**config.mk**
```make
export PLATFORM = sky130hd
export DESIGN_NAME = jump_ctrl_flat
export DESIGN_NICKNAME = d
export VERILOG_FILES = /design/src/rtl/jump_ctrl_if.sv /design/src/rtl/jump_ctrl.sv /design/src/flat_wrapper.sv
export SDC_FILE = /design/constraint.sdc
export NUM_CORES = 1
export LEC_CHECK = 0
export CORE_MARGIN = 4
export CORE_UTILIZATION = 55
export CTS_BUF_LIST = sky130_fd_sc_hd__clkbuf_4 sky130_fd_sc_hd__clkbuf_8
export CTS_CLUSTER_SIZE = 16
export DETAILED_ROUTE_END_ITERATION = 8
export GPL_ROUTABILITY_DRIVEN = 0
export PLACE_DENSITY = 0.83
export SLEW_MARGIN = 40
export SYNTH_ARGS = -nofsm -noshare
export SYNTH_HDL_FRONTEND = slang
export SYNTH_SLANG_ARGS = --single-unit
```
**constraint.sdc**
```tcl
create_clock -name clk -period 4.2 [get_ports clk]
set_clock_uncertainty 0.05 [all_clocks]
set_input_delay 1.05 -clock clk [delete_from_list [all_inputs] [get_ports clk]]
set_output_delay 1.05 -clock clk [all_outputs]
set_load 0.03 [all_outputs]
```
**src/rtl/jump_ctrl_if.sv**
```systemverilog
// Request/flag inputs and PC-load/status outputs of the jump controller.
interface jump_ctrl_if #(
  parameter int unsigned DEPTH = 4
);
  localparam int unsigned CntW = $clog2(DEPTH) + 1;

  logic [5:0]      PcIn;
  logic            JmpEn;
  logic            CondEn;
  logic [1:0]      CondSel;
  logic            ZeroFlag;
  logic            CarryFlag;
  logic            CallEn;
  logic            RetEn;
  logic [5:0]      Target;
  logic            ClrErr;
  logic            WriteEnable;
  logic [5:0]      AddrIn;
  logic            Flush;
  logic [CntW-1:0] Depth;
  logic            Overflow;
  logic            Underflow;

  modport master (
    output PcIn, JmpEn, CondEn, CondSel, ZeroFlag, CarryFlag, CallEn, RetEn, Target, ClrErr,
    input  WriteEnable, AddrIn, Flush, Depth, Overflow, Underflow
  );

  modport slave (
    input  PcIn, JmpEn, CondEn, CondSel, ZeroFlag, CarryFlag, CallEn, RetEn, Target, ClrErr,
    output WriteEnable, AddrIn, Flush, Depth, Overflow, Underflow
  );
endinterface

```
**src/rtl/jump_ctrl.sv**
```systemverilog
// Jump/branch/call/return controller: PC redirect with a two-cycle flush window and a
// return-address stack with sticky overflow/underflow flags.
module jump_ctrl #(
  parameter int unsigned DEPTH = 4
) (
  input logic         clk,
  input logic         nReset,
  jump_ctrl_if.slave  bus
);
  localparam int unsigned IdxW = $clog2(DEPTH);
  localparam int unsigned CntW = IdxW + 1;

  typedef enum logic [1:0] {StIdle, StRedirect, StSquash} state_e;

  state_e          state_q, state_d;
  logic            we_q, we_d;
  logic            flush_q, flush_d;
  logic [5:0]      addr_q, addr_d;
  logic [CntW-1:0] depth_q, depth_d;
  logic            ovf_q, ovf_d;
  logic            unf_q, unf_d;
  logic [5:0]      stack_q [DEPTH];

  logic            push;
  logic            taken;
  logic            cond_true;
  logic [5:0]      pc_next;
  logic [CntW-1:0] depth_m1;
  logic [IdxW-1:0] top_idx;

  assign pc_next  = bus.PcIn + 6'd1;
  assign depth_m1 = depth_q - CntW'(1);
  assign top_idx  = depth_m1[IdxW-1:0];

  always_comb begin
    cond_true = 1'b0;
    unique case (bus.CondSel)
      2'b00:   cond_true = bus.ZeroFlag;
      2'b01:   cond_true = ~bus.ZeroFlag;
      2'b10:   cond_true = bus.CarryFlag;
      2'b11:   cond_true = ~bus.CarryFlag;
      default: cond_true = 1'b0;
    endcase
  end

  always_comb begin
    state_d = state_q;
    we_d    = 1'b0;
    flush_d = 1'b0;
    addr_d  = addr_q;
    depth_d = depth_q;
    ovf_d   = ovf_q;
    unf_d   = unf_q;
    push    = 1'b0;
    taken   = 1'b0;
    unique case (state_q)
      StIdle: begin
        // Clear first so a coincident new error below still sets its flag.
        if (bus.ClrErr) begin
          ovf_d = 1'b0;
          unf_d = 1'b0;
        end
        if (bus.RetEn) begin
          if (depth_q == '0) begin
            unf_d = 1'b1;
          end else begin
            addr_d  = stack_q[top_idx];
            depth_d = depth_m1;
            taken   = 1'b1;
          end
        end else if (bus.CallEn) begin
          if (depth_q == CntW'(DEPTH)) begin
            ovf_d = 1'b1;
          end else begin
            push    = 1'b1;
            addr_d  = bus.Target;
            depth_d = depth_q + CntW'(1);
            taken   = 1'b1;
          end
        end else if (bus.JmpEn) begin
          addr_d = bus.Target;
          taken  = 1'b1;
        end else if (bus.CondEn && cond_true) begin
          addr_d = bus.Target;
          taken  = 1'b1;
        end
        if (taken) begin
          state_d = StRedirect;
          we_d    = 1'b1;
          flush_d = 1'b1;
        end
      end
      StRedirect: begin
        state_d = StSquash;
        flush_d = 1'b1;
      end
      StSquash: state_d = StIdle;
      default:  state_d = StIdle;
    endcase
  end

  always_ff @(posedge clk or negedge nReset) begin
    if (!nReset) begin
      state_q <= StIdle;
      we_q    <= 1'b0;
      flush_q <= 1'b0;
      addr_q  <= '0;
      depth_q <= '0;
      ovf_q   <= 1'b0;
      unf_q   <= 1'b0;
      for (int i = 0; i < DEPTH; i++) begin
        stack_q[i] <= '0;
      end
    end else begin
      state_q <= state_d;
      we_q    <= we_d;
      flush_q <= flush_d;
      addr_q  <= addr_d;
      depth_q <= depth_d;
      ovf_q   <= ovf_d;
      unf_q   <= unf_d;
      if (push) begin
        stack_q[depth_q[IdxW-1:0]] <= pc_next;
      end
    end
  end

  assign bus.WriteEnable = we_q;
  assign bus.Flush       = flush_q;
  assign bus.AddrIn      = addr_q;
  assign bus.Depth       = depth_q;
  assign bus.Overflow    = ovf_q;
  assign bus.Underflow   = unf_q;
endmodule
```
**src/flat_wrapper.sv**
```systemverilog
// flat-port wrapper written by rule: the top's interface ports become plain ports
module jump_ctrl_flat 
#(
  parameter int unsigned DEPTH = 4
)
  (clk, nReset, bus_PcIn, bus_JmpEn, bus_CondEn, bus_CondSel, bus_ZeroFlag, bus_CarryFlag, bus_CallEn, bus_RetEn, bus_Target, bus_ClrErr, bus_WriteEnable, bus_AddrIn, bus_Flush, bus_Depth, bus_Overflow, bus_Underflow);
  jump_ctrl_if #(.DEPTH(DEPTH)) bus_i ();
  input logic clk;
  input logic nReset;
  input wire logic [$bits(bus_i.PcIn)-1:0] bus_PcIn;
  input wire logic [$bits(bus_i.JmpEn)-1:0] bus_JmpEn;
  input wire logic [$bits(bus_i.CondEn)-1:0] bus_CondEn;
  input wire logic [$bits(bus_i.CondSel)-1:0] bus_CondSel;
  input wire logic [$bits(bus_i.ZeroFlag)-1:0] bus_ZeroFlag;
  input wire logic [$bits(bus_i.CarryFlag)-1:0] bus_CarryFlag;
  input wire logic [$bits(bus_i.CallEn)-1:0] bus_CallEn;
  input wire logic [$bits(bus_i.RetEn)-1:0] bus_RetEn;
  input wire logic [$bits(bus_i.Target)-1:0] bus_Target;
  input wire logic [$bits(bus_i.ClrErr)-1:0] bus_ClrErr;
  output wire logic [$bits(bus_i.WriteEnable)-1:0] bus_WriteEnable;
  output wire logic [$bits(bus_i.AddrIn)-1:0] bus_AddrIn;
  output wire logic [$bits(bus_i.Flush)-1:0] bus_Flush;
  output wire logic [$bits(bus_i.Depth)-1:0] bus_Depth;
  output wire logic [$bits(bus_i.Overflow)-1:0] bus_Overflow;
  output wire logic [$bits(bus_i.Underflow)-1:0] bus_Underflow;
  assign bus_i.PcIn = bus_PcIn;
  assign bus_i.JmpEn = bus_JmpEn;
  assign bus_i.CondEn = bus_CondEn;
  assign bus_i.CondSel = bus_CondSel;
  assign bus_i.ZeroFlag = bus_ZeroFlag;
  assign bus_i.CarryFlag = bus_CarryFlag;
  assign bus_i.CallEn = bus_CallEn;
  assign bus_i.RetEn = bus_RetEn;
  assign bus_i.Target = bus_Target;
  assign bus_i.ClrErr = bus_ClrErr;
  assign bus_WriteEnable = bus_i.WriteEnable;
  assign bus_AddrIn = bus_i.AddrIn;
  assign bus_Flush = bus_i.Flush;
  assign bus_Depth = bus_i.Depth;
  assign bus_Overflow = bus_i.Overflow;
  assign bus_Underflow = bus_i.Underflow;
  jump_ctrl #(.DEPTH(DEPTH)) u_core (.clk(clk), .nReset(nReset), .bus(bus_i));
endmodule
```
* Yosys cells after proc, flatten, opt, wreduce, memory -nomap -nowiden
Index checks and enable logic that the tools add are counted.
** Operators by class
- Add/subtract/negate cells :: 3
- Magnitude comparators :: 3
- Eq/ne operators :: 9
- Muxes and demuxes :: 39
- Bitwise operators :: 4
- Reductions and logical operators :: 9
** Operator list (count)
- $mux W6 :: 9
- $bwmux W24 :: 1
- $mux W1 :: 19
- $bmux W6 S2 :: 1
- $demux W6 S2 :: 1
- $mux W3 :: 4
- $reduce_and A4 Y1 :: 2
- $add A6 B1 Y6 const B :: 1
- $ge A3 B3 Y1 const B :: 2
- $ne A2 B2 Y1 const B :: 3
- $not A2 Y3 :: 2
- $eq A2 B1 Y1 const B :: 2
- $eq A2 B2 Y1 const B :: 2
- $logic_not A2 Y1 :: 2
- $pmux W1 S4 :: 1
- $pmux W2 S2 :: 1
- $reduce_bool A4 Y1 :: 1
- $add A3 B1 Y3 const B :: 1
- $eq A3 B3 Y1 const B :: 1
- $logic_not A3 Y1 :: 1
- $lt A3 B1 Y1 const B :: 1
- $ne A3 B3 Y1 const B :: 1
- $sub A3 B1 Y3 const B :: 1
- $logic_and A1 B1 Y1 :: 2
- other kinds (4) :: 5
** Storage, ports and cells
- Flip-flop bits (word level) :: 39
- Output and inout bits :: 13
- Word-level logic and storage cells :: 78

* Depth between registers and ports, before layout
Gate-level depths: netlist of run 1.
- Word-level depth :: 10
- Gate-level depth with buffers :: 8

* Worst setup path before layout of run 1
OpenSTA, ideal clock, no wires.
- Kind :: input to register
- From :: input port bus_CallEn
- To :: register u_core.addr_q[0] (netlist: u_core.bus.AddrIn[0])
- Arrival time :: 2225 ps
- Data required time :: 4025 ps
- Setup slack :: 1800 ps
- Cell stages on the path :: 5
- Buffers on the path :: 1
- Path through :: or3b_1 > mux2i_1 > o311a_1 > buf_6 > mux2_4
** Between the ends
- Longest elaborated chain between the ends :: 2
- Elaborated cells between the ends (all ways) :: 5
- Those cells by class :: eq/ne: 1; mux: 2; reduce/logical: 2
** RTL lines
- start: declaration :: line flat_wrapper.sv:16 : input wire logic [$bits(bus_i.CallEn)-1:0] bus_CallEn;
- $ne A3 B3 Y1 (no line) (tied with other cells)
- $reduce_and A4 Y1 (no line) or $mux W6 (tied branches)
- end signal: assignment :: line jump_ctrl.sv:118 : addr_q <= addr_d;
- end: declaration :: line jump_ctrl.sv:18 : logic [5:0] addr_q, addr_d;
Parallel ways exist; a longest one is shown, timed or not.
A chain may end at the register's enable or synchronous reset.

* Final worst setup path of run 1
- From :: register u_core.depth_q[0] (netlist: u_core.bus.Depth[0])
- To :: output port bus_Depth[0]
** RTL lines
- start: declaration :: line jump_ctrl.sv:19 : logic [CntW-1:0] depth_q, depth_d;
- start signal: assignment :: line jump_ctrl.sv:119 : depth_q <= depth_d;
- end: declaration :: line flat_wrapper.sv:23 : output wire logic [$bits(bus_i.Depth)-1:0] bus_Depth;
No word-level cell between the ends.

==> summary.txt, run 1 <==
Placed design
  • Detail Placement HPWL: 2.89 mm
  • PortBufs: 35

GRT
  • GR Overflow Total: 0
  • Initial antenna violation count: 0
  • Largest net degree at the start of global routing: 40
  • Total Routing Usage GR: 17.9%
  • Vias in the first global route: 1,324
  • First-pass GRT wire length: 6.07 mm

Critical path
  • R2r worst-path depth: 5
  • Crit path DAT: 1.76 ns
  • Setup Crit Path Kind: reg2out
  • CP Capture Type: output pin
  • FF-to-FF End: u_core.bus.AddrIn[2]$_DFFE_PN0P_
  • Worst path buffer plus inverter count: 1
  • Worst R2R Setup Slack: 1.82 ns
  • CP cell instances: clkdlybuf4s50_1
  • Critical path fanouts, max: 11
  • CP Data Required Time: 3.10 ns
  • Slowest stage delay, CP: 0.77 ns
  • Reg2reg start: u_core.bus.Depth[0]$_DFFE_PN0P_
  • CP max-delay cell: clkdlybuf4s50_1
  • Crit path max-delay family: buffers and inverters
  • Startpoint types: flip-flop

Cells and area
  • Area Overhead vs Synth: 21.7%
  • Nets: 207
  • Diode count: 0
  • Ratio of cells with drive above 1 in the final layout: 23.5%
  • Finished Core Util: 70.8%

Power and ir drop
  • Peak VDD IR: 328 uV
  • Total power divided by cell area: 704 nW/um^2
  • Comb pwr share: 48.9%
  • Switch share: 36.8%
  • NetSw: 0.626 mW
  • Reg power frac: 39.9%
  • Leak: 1.08 nW
  • Power Total: 1.70 mW
  • Clock power frac: 11.2%
  • Pint: 1.08 mW

CTS
  • H-tree Lvls: 2
  • CTS resizes: 0
  • Skew-Pair Late Insertion Delay: 0.34 ns
  • Post CTS Setup Buffer Count: 0
  • CTS tree: built
  • Clock Sinks: 39
  • CTS buffer count: 5
  • Root buf cell: clkbuf_4
  • Cts hold-fix bufs: 0
  • CTS Buffer Depth: 2
  • Reg clk slew, reported paths: 0.10 ns

Floorplanning
  • Core box area: 3420 um^2
  • Initial Util: 58.2%
  • I/O pins: 36
  • Die area: 4640 um^2
  • Row cnt: 21
  • Chip height: 68.1 um
  • Die Span X: 68.1 um

Detailed routing
  • Routed Antenna Nets: 0
  • Routed wire length: 3.74 mm
  • Vias/cell: 5.52
  • Number of remaining DRC errors: 0
  • Drt initial violations: 85
  • Via count: 1,243
  • Pre-Repair DR Iteration Count: 7
  • Routed len/inst: 16.6 um

STA
  • Slew at the pin closest to its max-slew limit: 0.668 ns
  • Hold Vio Cnt, Final: 0
  • Final setup fails: 0
  • Slew Limit Fails: 0
  • Fmax: 349 MHz
  • RSZ-0062 raised after global routing: false
  • Rel. slew slack: 55.3%
  • Final min period: 2.86 ns
  • Post-Route Setup TNS: 0 ns
  • Final Cycle Share: 68.1%

Hold path
  • Hold Path Origin: u_core.stack_q[6]$_DFFE_PN0P_
  • Min-Delay Path Class: reg2reg
  • Hold depth: 2
  • Hold EP: u_core.stack_q[6]$_DFFE_PN0P_

Flow run
  • MaxCap Viol Count: 0

Synthesis
  • Asr flop ratio synth: 100%
  • Post-synth top area cell: dfrtp_1
  • Distinct cells, synth: 31
  • Post-synth top flop: dfrtp_1
  • Syn_nets: 170
  • Mapped Area: 1990 um^2
  • Post-Syn Instances: 141
  • Post-synth top area share: 49.1%
  • Yosys reg bits: 39
  • Yosys warns: 0
  • Largest cells by area after synthesis: dfrtp_1 49%, mux2_2 12%, mux4_1 7.9%, mux2_4 4.5%, ha_1 3.8%
  • Synth Area per Inst: 14.1 um^2
  • Number of enable flip-flop cells after synthesis: 0
  • Post-synthesis sequential area ratio: 49.1%

Run status
  • Status: finished clean
synthesized netlist by cell type (2+ instances only):
| library cell | number |
|---|---|
| dfrtp_1 | 39 |
| mux2_2 | 21 |
| nand2_1 | 8 |
| nor2_1 | 7 |
| ha_1 | 6 |
| mux2_4 | 6 |
| mux4_1 | 6 |
| mux2_1 | 5 |
| nand3_2 | 4 |
| o21ai_0 | 4 |
| xor2_1 | 4 |
| inv_1 | 3 |
| mux2i_1 | 3 |
| xnor2_1 | 3 |
| a21oi_1 | 2 |
| buf_2 | 2 |
| buf_6 | 2 |
| nand3_1 | 2 |
| nand3b_1 | 2 |
power by group through the flow:
stage / registers (mW) / logic, mW / clock network, mW
finish: 0.680 / 0.832 / 0.192
global route: 0.705 / 0.894 / 0.214
CTS: 0.680 / 0.844 / 0.198
detailed placement: 0.689 / 0.838 / 0
global placement: 0.676 / 0.816 / 0
floorplan: 0.757 / 0.517 / 0
through the flow:
| stage | area, um^2 | worst slack [ns] | hold slack (ns) | instances |
|---|---|---|---|---|
| after detailed placement | 2360 | 1.00 | 0.426 | 217 |
| after floorplan | 1990 | 1.80 | 0.392 | 141 |
| after global placement | 2360 | 1.07 | 0.410 | 217 |
| after CTS | 2420 | 1.31 | 0.451 | 225 |
| final | 2420 | 1.34 | 0.447 | 225 |
| after global routing | 2420 | 1.27 | 0.467 | 225 |
worst reg2reg max path, stage by stage, from the launching register on:
cell     delay [ns]
dfrtp_1        0.65
inv_1          0.16
ha_1           0.33
a31oi_1        0.30
o311a_1        0.45
mux2_4         0.34
logic make-up (layout without fill, tap and decap cells):
logic type | after synthesis | count (layout) | synth area share, %
AOI/OAI and AO/OA | 14 | 14 | 4.97
xor gates and xnor gates | 7 | 7 | 3.08
adders and majority gates | 6 | 6 | 3.78
buffers and inverters | 9 | 47 | 2.64
DFF | 39 | 39 | 49.1
muxes | 41 | 41 | 28.7
and+or+nand+nor | 25 | 25 | 7.74
routing by layer:
layer / vias up / GRT usage (%) / part of all wire (%)
met5: - / 0 / 0
met2: 34 / 30.3 / 49
li1: 589 / - / -
met4: 0 / 5.96 / 1.4
met1: 612 / 22.5 / 43
met3: 8 / 3.94 / 6.2
state kept, by name, indices dropped and copies added (netlist names):
signal                  cells
u_core.bus.WriteEnable      1
u_core.state_q              2
u_core.bus.Depth            3
u_core.bus.Overflow         1
u_core.bus.Flush            1
u_core.bus.Underflow        1
u_core.bus.AddrIn           6
u_core.stack_q             24
placed cells by master (no fill, tap or decap), types with 3 or more instances in the layout:
cell / n
nor2_1: 7
dfrtp_1: 39
xnor2_1: 3
mux4_1: 6
xor2_1: 4
o21ai_0: 4
mux2_1: 5
nand2_1: 8
mux2i_1: 3
clkbuf_4: 6
ha_1: 6
mux2_2: 21
inv_1: 3
mux2_4: 6
nand3_2: 4
clkdlybuf4s50_1: 35
worst max path at each step:
stage | cells after the start | startpoint | to | slack [ns]
floorplan | 5 | bus_CallEn | u_core.bus.AddrIn[0]$_DFFE_PN0P_ | 1.80
global placement | 5 | bus_CallEn | u_core.bus.AddrIn[2]$_DFFE_PN0P_ | 1.07
detailed placement | 5 | bus_CallEn | u_core.bus.AddrIn[2]$_DFFE_PN0P_ | 1.00
CTS | 1 | u_core.bus.Depth[0]$_DFFE_PN0P_ | bus_Depth[0] | 1.31
global route | 1 | u_core.bus.Depth[0]$_DFFE_PN0P_ | bus_Depth[0] | 1.27
finish | 1 | u_core.bus.Depth[0]$_DFFE_PN0P_ | bus_Depth[0] | 1.34
cell type report:
class / count / area, um^2
fillers: 262 / 996
flip-flops and latches: 39 / 976
multi-input cells: 93 / 960
repair buffers: 36 / 358
well taps: 46 / 57.6
clock buffers: 6 / 45.0
clock inverters: 2 / 12.5
inverters: 3 / 11.3
No activity file was read; power rests on OpenSTA's default activity.
==> run 2, diff against run 1 <==
--- a/config.mk
+++ b/config.mk
@@ -6,12 +6,12 @@
 export NUM_CORES = 1
 export LEC_CHECK = 0
 export CORE_MARGIN = 4
-export CORE_UTILIZATION = 55
+export CORE_UTILIZATION = 54
 export CTS_BUF_LIST = sky130_fd_sc_hd__clkbuf_4 sky130_fd_sc_hd__clkbuf_8
 export CTS_CLUSTER_SIZE = 16
 export DETAILED_ROUTE_END_ITERATION = 8
 export GPL_ROUTABILITY_DRIVEN = 0
-export PLACE_DENSITY = 0.83
+export PLACE_DENSITY = 0.82
 export SLEW_MARGIN = 40
 export SYNTH_ARGS = -nofsm -noshare
 export SYNTH_HDL_FRONTEND = slang
==> constraint.sdc (replaced) <==
create_clock -name clk -period 2.8 [get_ports clk]
set_clock_uncertainty 0.05 [all_clocks]
set_input_delay 0.7 -clock clk [delete_from_list [all_inputs] [get_ports clk]]
set_output_delay 0.7 -clock clk [all_outputs]
set_load 0.03 [all_outputs]
==> summary.txt, run 2 (same netlist as run 1, synthesis figures left out) <==
Cells and area
  • Multi-input gate area: 960 um^2 (unchanged)
  • Ratio of cells with drive above 1 in the final layout: 25.1% (was 23.5%)
  • Diode count: 0 (unchanged)
  • Largest register by flop count: u_core.stack_q (unchanged)
  • Layout filler cell count: 240 (was 262)
  • Most frequent cells in the layout: 39 x dfrtp_1, 35 x clkdlybuf4s50_1, 21 x mux2_2 (unchanged)
  • FF+latch area: 976 um^2 (unchanged)
  • Leading cell type in the layout, fill and taps excluded: dfrtp_1 (unchanged)
  • Area Overhead vs Synth: 25.4% (was 21.7%)
  • Largest register FFs: 24 (unchanged)
  • Finished Cell Area: 2490 um^2 (was 2420 um^2)
  • Nets: 211 (was 207)

CTS
  • Skew-Pair Late Insertion Delay: 0.28 ns (was 0.34 ns)
  • Clock Sinks: 39 (unchanged)
  • Cts hold-fix bufs: 0 (unchanged)
  • CTS resizes: 0 (unchanged)
  • CTS Buffer Depth: 2 (unchanged)
  • H-tree Lvls: 2 (unchanged)
  • CTS buffer count: 5 (unchanged)
  • CTS tree: built (unchanged)
  • Reg clk slew, reported paths: 0.07 ns (was 0.10 ns)
  • Root buf cell: clkbuf_8 (was clkbuf_4)
  • Post CTS Setup Buffer Count: 0 (unchanged)

Detailed routing
  • Via count: 1,257 (was 1,243)
  • Routed wire length: 3.69 mm (was 3.74 mm)
  • Drt initial violations: 60 (was 85)
  • Pre-Repair DR Iteration Count: 4 (was 7)
  • Top sig layer: met4 (unchanged)
  • Met2 routed WL: 1.80 mm (was 1.84 mm)
  • Met1 WL: 1.60 mm (was 1.62 mm)
  • Vias/cell: 5.49 (was 5.52)
  • Number of remaining DRC errors: 0 (unchanged)
  • DR WL met3: 221 um (was 232 um)
  • Routed Antenna Nets: 0 (unchanged)
  • Routed len/inst: 16.1 um (was 16.6 um)

Critical path
  • CP cell instances: clkdlybuf4s50_1 > or3b_1 > mux2i_1 > o311a_1 > buf_12 > mux2_4 (was clkdlybuf4s50_1)
  • Crit path DAT: 2.43 ns (was 1.76 ns)
  • Startpoint types: input port (was flip-flop)
  • Worst path buffer plus inverter count: 2 (was 1)
  • Critical path fanouts, max: 7 (was 11)
  • CP Data Required Time: 2.92 ns (was 3.10 ns)
  • CP max-delay cell: clkdlybuf4s50_1 (unchanged)
  • Slowest stage delay, CP: 0.47 ns (was 0.77 ns)
  • CP Capture Type: flip-flop (was output pin)
  • Setup Crit Path Kind: in2reg (was reg2out)
  • Crit path max-delay family: buffers and inverters (unchanged)

GRT
  • Initial antenna violation count: 0 (unchanged)
  • Largest net degree at the start of global routing: 40 (unchanged)
  • Vias in the first global route: 1,334 (was 1,324)
  • Total Routing Usage GR: 18.0% (was 17.9%)
  • First-pass GRT wire length: 6.13 mm (was 6.07 mm)
  • GR Overflow Total: 0 (unchanged)

Floorplanning
  • Chip height: 68.7 um (was 68.1 um)
  • I/O pins: 36 (unchanged)
  • Row cnt: 21 (unchanged)
  • Die area: 4720 um^2 (was 4640 um^2)
  • Initial Util: 57.8% (was 58.2%)
  • Die Span X: 68.7 um (was 68.1 um)
  • Core box area: 3440 um^2 (was 3420 um^2)

Placed design
  • Detail Placement HPWL: 2.74 mm (was 2.89 mm)
  • Placed inst area: 2400 um^2 (was 2360 um^2)
  • Worst slack, placed: 0.196 ns (was 1.00 ns)
  • PortBufs: 35 (unchanged)

STA
  • Min Hold Slack: 0.432 ns (was 0.447 ns)
  • Final setup fails: 0 (unchanged)
  • Final WS setup: 0.492 ns (was 1.34 ns)
  • Hold Vio Cnt, Final: 0 (unchanged)
  • RSZ-0062 raised after global routing: false (unchanged)
  • Fmax: 433 MHz
  • Rel. slew slack: 68.2% (was 55.3%)
  • Slew Limit Fails: 0 (unchanged)
  • Final Cycle Share: 82.4%
  • Post-Route Setup TNS: 0 ns (unchanged)
  • Slew at the pin closest to its max-slew limit: 0.478 ns (was 0.668 ns)
  • Final min period: 2.31 ns

Power and ir drop
  • Peak VDD IR: 485 uV (was 328 uV)
  • Leak: 1.11 nW (was 1.08 nW)
  • Total power divided by cell area: 1070 nW/um^2 (was 704 nW/um^2)

Hold path
  • Min-Delay Path Class: reg2reg (unchanged)

Flow run
  • MaxCap Viol Count: 0 (unchanged)

Run status
  • Status: finished clean (unchanged)
run 2: worst register-to-register path, stage by stage, from the launching register on:
cell     delay [ns]
dfrtp_1        0.40
inv_1          0.10
ha_1           0.48
mux4_1         0.35
mux2_2         0.29
mux2_4         0.25
run 2: final cells by class:
class / count / share of cell area (%)
well taps: 46 / 2.31
repair buffers: 40 / 16.1
multi-input cells: 93 / 38.5
clock inverters: 2 / 0.502
clock buffers: 6 / 3.06
inverters: 3 / 0.452
flip-flops and latches: 39 / 39.1
run 2: final timing paths:
path | slack, ns | cells past startpoint | start | to
worst max-delay path | 0.49 | 6 | bus_CondEn | u_core.bus.AddrIn[2]$_DFFE_PN0P_
worst min-delay path | 0.43 | 2 | u_core.stack_q[12]$_DFFE_PN0P_ | u_core.stack_q[12]$_DFFE_PN0P_
worst max register to register | 0.76 | 5 | u_core.bus.Depth[1]$_DFFE_PN0P_ | u_core.bus.AddrIn[5]$_DFFE_PN0P_
worst min register to register | 0.43 | 2 | u_core.stack_q[12]$_DFFE_PN0P_ | u_core.stack_q[12]$_DFFE_PN0P_
max in group asynchronous | 1.57 | 2 | nReset | u_core.stack_q[3]$_DFFE_PN0P_
min in group asynchronous | 0.79 | 2 | nReset | u_core.bus.Depth[0]$_DFFE_PN0P_
run 2: metal layers:
metal / up-vias / global-route usage (%)
met5: - / 0
met3: 7 / 4.54
met1: 617 / 22.0
li1: 601 / -
met2: 32 / 30.6
met4: 0 / 6.45
run 2: through the flow:
stage	std cells	utilization, %	power (mW)
4_1_cts	229	72.4	2.71
3_5_place_dp	221	69.9	2.33
2_1_floorplan	141	-	1.91
6_report	229	72.4	2.68
3_3_place_gp	221	69.9	2.27
5_1_grt	229	72.4	2.85
run 2: power by group:
part / leakage [nW] / switching (mW) / internal (mW)
Combinational: 0.586 / 0.597 / 0.724
Clock: 0.0446 / 0.188 / 0.184
Sequential: 0.484 / 0.156 / 0.831
==> run 3, diff against run 2 <==
==> constraint.sdc (replaced) <==
create_clock -name clk -period 2.29 [get_ports clk]
set_clock_uncertainty 0.05 [all_clocks]
set_input_delay 0.5725 -clock clk [delete_from_list [all_inputs] [get_ports clk]]
set_output_delay 0.5725 -clock clk [all_outputs]
set_load 0.03 [all_outputs]
==> summary.txt, run 3 (same netlist as run 1, synthesis figures left out) <==
Run status
  • Status: finished clean (unchanged)

Floorplanning
  • Die Span X: 68.7 um (unchanged)
  • Initial Util: 57.8% (unchanged)
  • Die area: 4720 um^2 (unchanged)
  • Core box area: 3440 um^2 (unchanged)
  • Chip height: 68.7 um (unchanged)
  • Row cnt: 21 (unchanged)
  • I/O pins: 36 (unchanged)

Cells and area
  • Nets: 216 (was 211)
  • Ratio of cells with drive above 1 in the final layout: 27.1% (was 25.1%)
  • Finished Cell Area: 2530 um^2 (was 2490 um^2)
  • Most frequent cells in the layout: 39 x dfrtp_1, 35 x clkdlybuf4s50_1, 21 x mux2_2 (unchanged)
  • Non-filler cells, final: 234 (was 229)
  • Largest register FFs: 24 (unchanged)
  • Diode count: 0 (unchanged)
  • Area Overhead vs Synth: 27.2% (was 25.4%)
  • Layout filler cell count: 229 (was 240)
  • Largest register by flop count: u_core.stack_q (unchanged)
  • Leading cell type in the layout, fill and taps excluded: dfrtp_1 (unchanged)

Detailed routing
  • Met2 routed WL: 1.89 mm (was 1.80 mm)
  • Vias/cell: 5.58 (was 5.49)
  • Number of remaining DRC errors: 0 (unchanged)
  • Routed wire length: 3.89 mm (was 3.69 mm)
  • Top sig layer: met4 (unchanged)
  • DR WL met3: 269 um (was 221 um)
  • Pre-Repair DR Iteration Count: 4 (unchanged)
  • Routed len/inst: 16.6 um (was 16.1 um)
  • Via count: 1,305 (was 1,257)
  • Drt initial violations: 77 (was 60)
  • Routed Antenna Nets: 0 (unchanged)
  • Met1 WL: 1.60 mm (about the same)

CTS
  • CTS tree: built (unchanged)
  • CTS resizes: 0 (unchanged)
  • Cts hold-fix bufs: 0 (unchanged)
  • Skew-Pair Late Insertion Delay: 0.29 ns (was 0.28 ns)
  • Post CTS Setup Buffer Count: 0 (unchanged)
  • CTS Buffer Depth: 2 (unchanged)
  • CTS buffer count: 5 (unchanged)
  • H-tree Lvls: 2 (unchanged)
  • Reg clk slew, reported paths: 0.07 ns (about the same)
  • Clock Sinks: 39 (unchanged)
  • Root buf cell: clkbuf_8 (unchanged)

Critical path
  • Critical path fanouts, max: 10 (was 7)
  • CP cell instances: buf_4 > clkdlybuf4s50_1 (was clkdlybuf4s50_1 > or3b_1 > mux2i_1 > o311a_1 > buf_12 > mux2_4)
  • CP Data Required Time: 1.67 ns (was 2.92 ns)
  • Slowest stage delay, CP: 0.70 ns (was 0.47 ns)
  • Crit path DAT: 1.55 ns (was 2.43 ns)
  • Startpoint types: flip-flop (was input port)
  • CP Capture Type: output pin (was flip-flop)
  • CP max-delay cell: clkdlybuf4s50_1 (unchanged)
  • Setup Crit Path Kind: reg2out (was in2reg)

Power and ir drop
  • Total power divided by cell area: 1310 nW/um^2 (was 1070 nW/um^2)
  • Leak: 1.14 nW (was 1.11 nW)
  • Power Total: 3.32 mW (was 2.68 mW)
  • Peak VDD IR: 715 uV (was 485 uV)

Flow run
  • MaxCap Viol Count: 0 (unchanged)

Placed design
  • Dpl cells: 226 (was 221)
  • PortBufs: 35 (unchanged)
  • Detail Placement HPWL: 2.87 mm (was 2.74 mm)
  • Placed inst area: 2430 um^2 (was 2400 um^2)

STA
  • Slew at the pin closest to its max-slew limit: 0.485 ns (was 0.478 ns)
  • Final min period: 2.17 ns
  • Hold Vio Cnt, Final: 0 (unchanged)
  • Final Cycle Share: 94.8%
  • Rel. slew slack: 67.7% (was 68.2%)
  • RSZ-0062 raised after global routing: false (unchanged)
  • Final setup fails: 0 (unchanged)
  • Fmax: 461 MHz
  • Slew Limit Fails: 0 (unchanged)

GRT
  • First-pass GRT wire length: 5.95 mm (was 6.13 mm)
  • Largest net degree at the start of global routing: 40 (unchanged)
  • Initial antenna violation count: 0 (unchanged)
  • Total Routing Usage GR: 18.3% (was 18.0%)
  • Vias in the first global route: 1,295 (was 1,334)
  • GR Overflow Total: 0 (unchanged)

Hold path
  • Min-Delay Path Class: reg2reg (unchanged)
run 3: cell types whose count changed in the layout (fill, tap and decap cells not counted):
cell / change
clkbuf_8: +1
clkinv_2: -1
buf_4: +6
clkinv_4: +1
buf_12: -1
clkinvlp_4: -1
run 3: final cells by class:
type | instances | area [um^2] | area share (%)
inverter | 3 | 11.3 | 0.445
timing repair buffer | 45 | 425 | 16.8
tap | 46 | 57.6 | 2.28
clock buffer | 7 | 90.1 | 3.56
clock inverter | 1 | 8.76 | 0.346
multi-input combinational | 93 | 960 | 38.0
sequential | 39 | 976 | 38.6
run 3: report_power, final:
part           switching (mW)  internal, mW
clock network           0.234         0.258
logic                   0.748         0.869
registers               0.190          1.02
run 3: final timing paths:
path                                                 startpoint                          endpoint  slack [ns]  cells past startpoint
worst min-delay path             u_core.stack_q[18]$_DFFE_PN0P_    u_core.stack_q[18]$_DFFE_PN0P_        0.43                      2
min in group asynchronous                                nReset   u_core.bus.Depth[1]$_DFFE_PN0P_        0.66                      2
worst max-delay path            u_core.bus.Depth[0]$_DFFE_PN0P_                      bus_Depth[0]        0.12                      2
max in group asynchronous                                nReset     u_core.state_q[1]$_DFFE_PN0P_        1.19                      2
worst min register to register   u_core.stack_q[18]$_DFFE_PN0P_    u_core.stack_q[18]$_DFFE_PN0P_        0.43                      2
worst max register to register  u_core.bus.Depth[1]$_DFFE_PN0P_  u_core.bus.AddrIn[5]$_DFFE_PN0P_        0.23                      5
run 3: worst max-delay path: cells and delay by family, from the launching register on:
| family | cells | cell delay, ns |
|---|---|---|
| DFF | 1 | 0.35 |
| buffers and inverters | 2 | 0.90 |
run 3: metal layers:
layer,vias to the layer above,global-route usage [%]
met5,-,0
met3,14,5.51
met2,46,31.7
met1,630,19.4
met4,0,10.7
li1,615,-
run 3: through the flow:
stage / util, % / TNS, ns / hold WS (ns) / worst slack [ns]
floorplan: - / 0 / 0.227 / 0.0138
global placement: 70.6 / -0.562 / 0.404 / -0.0941
detailed placement: 70.6 / -0.830 / 0.418 / -0.128
CTS: 73.5 / 0 / 0.434 / 0.108
global route: 73.5 / 0 / 0.453 / 0.0695
finish: 73.5 / 0 / 0.433 / 0.119
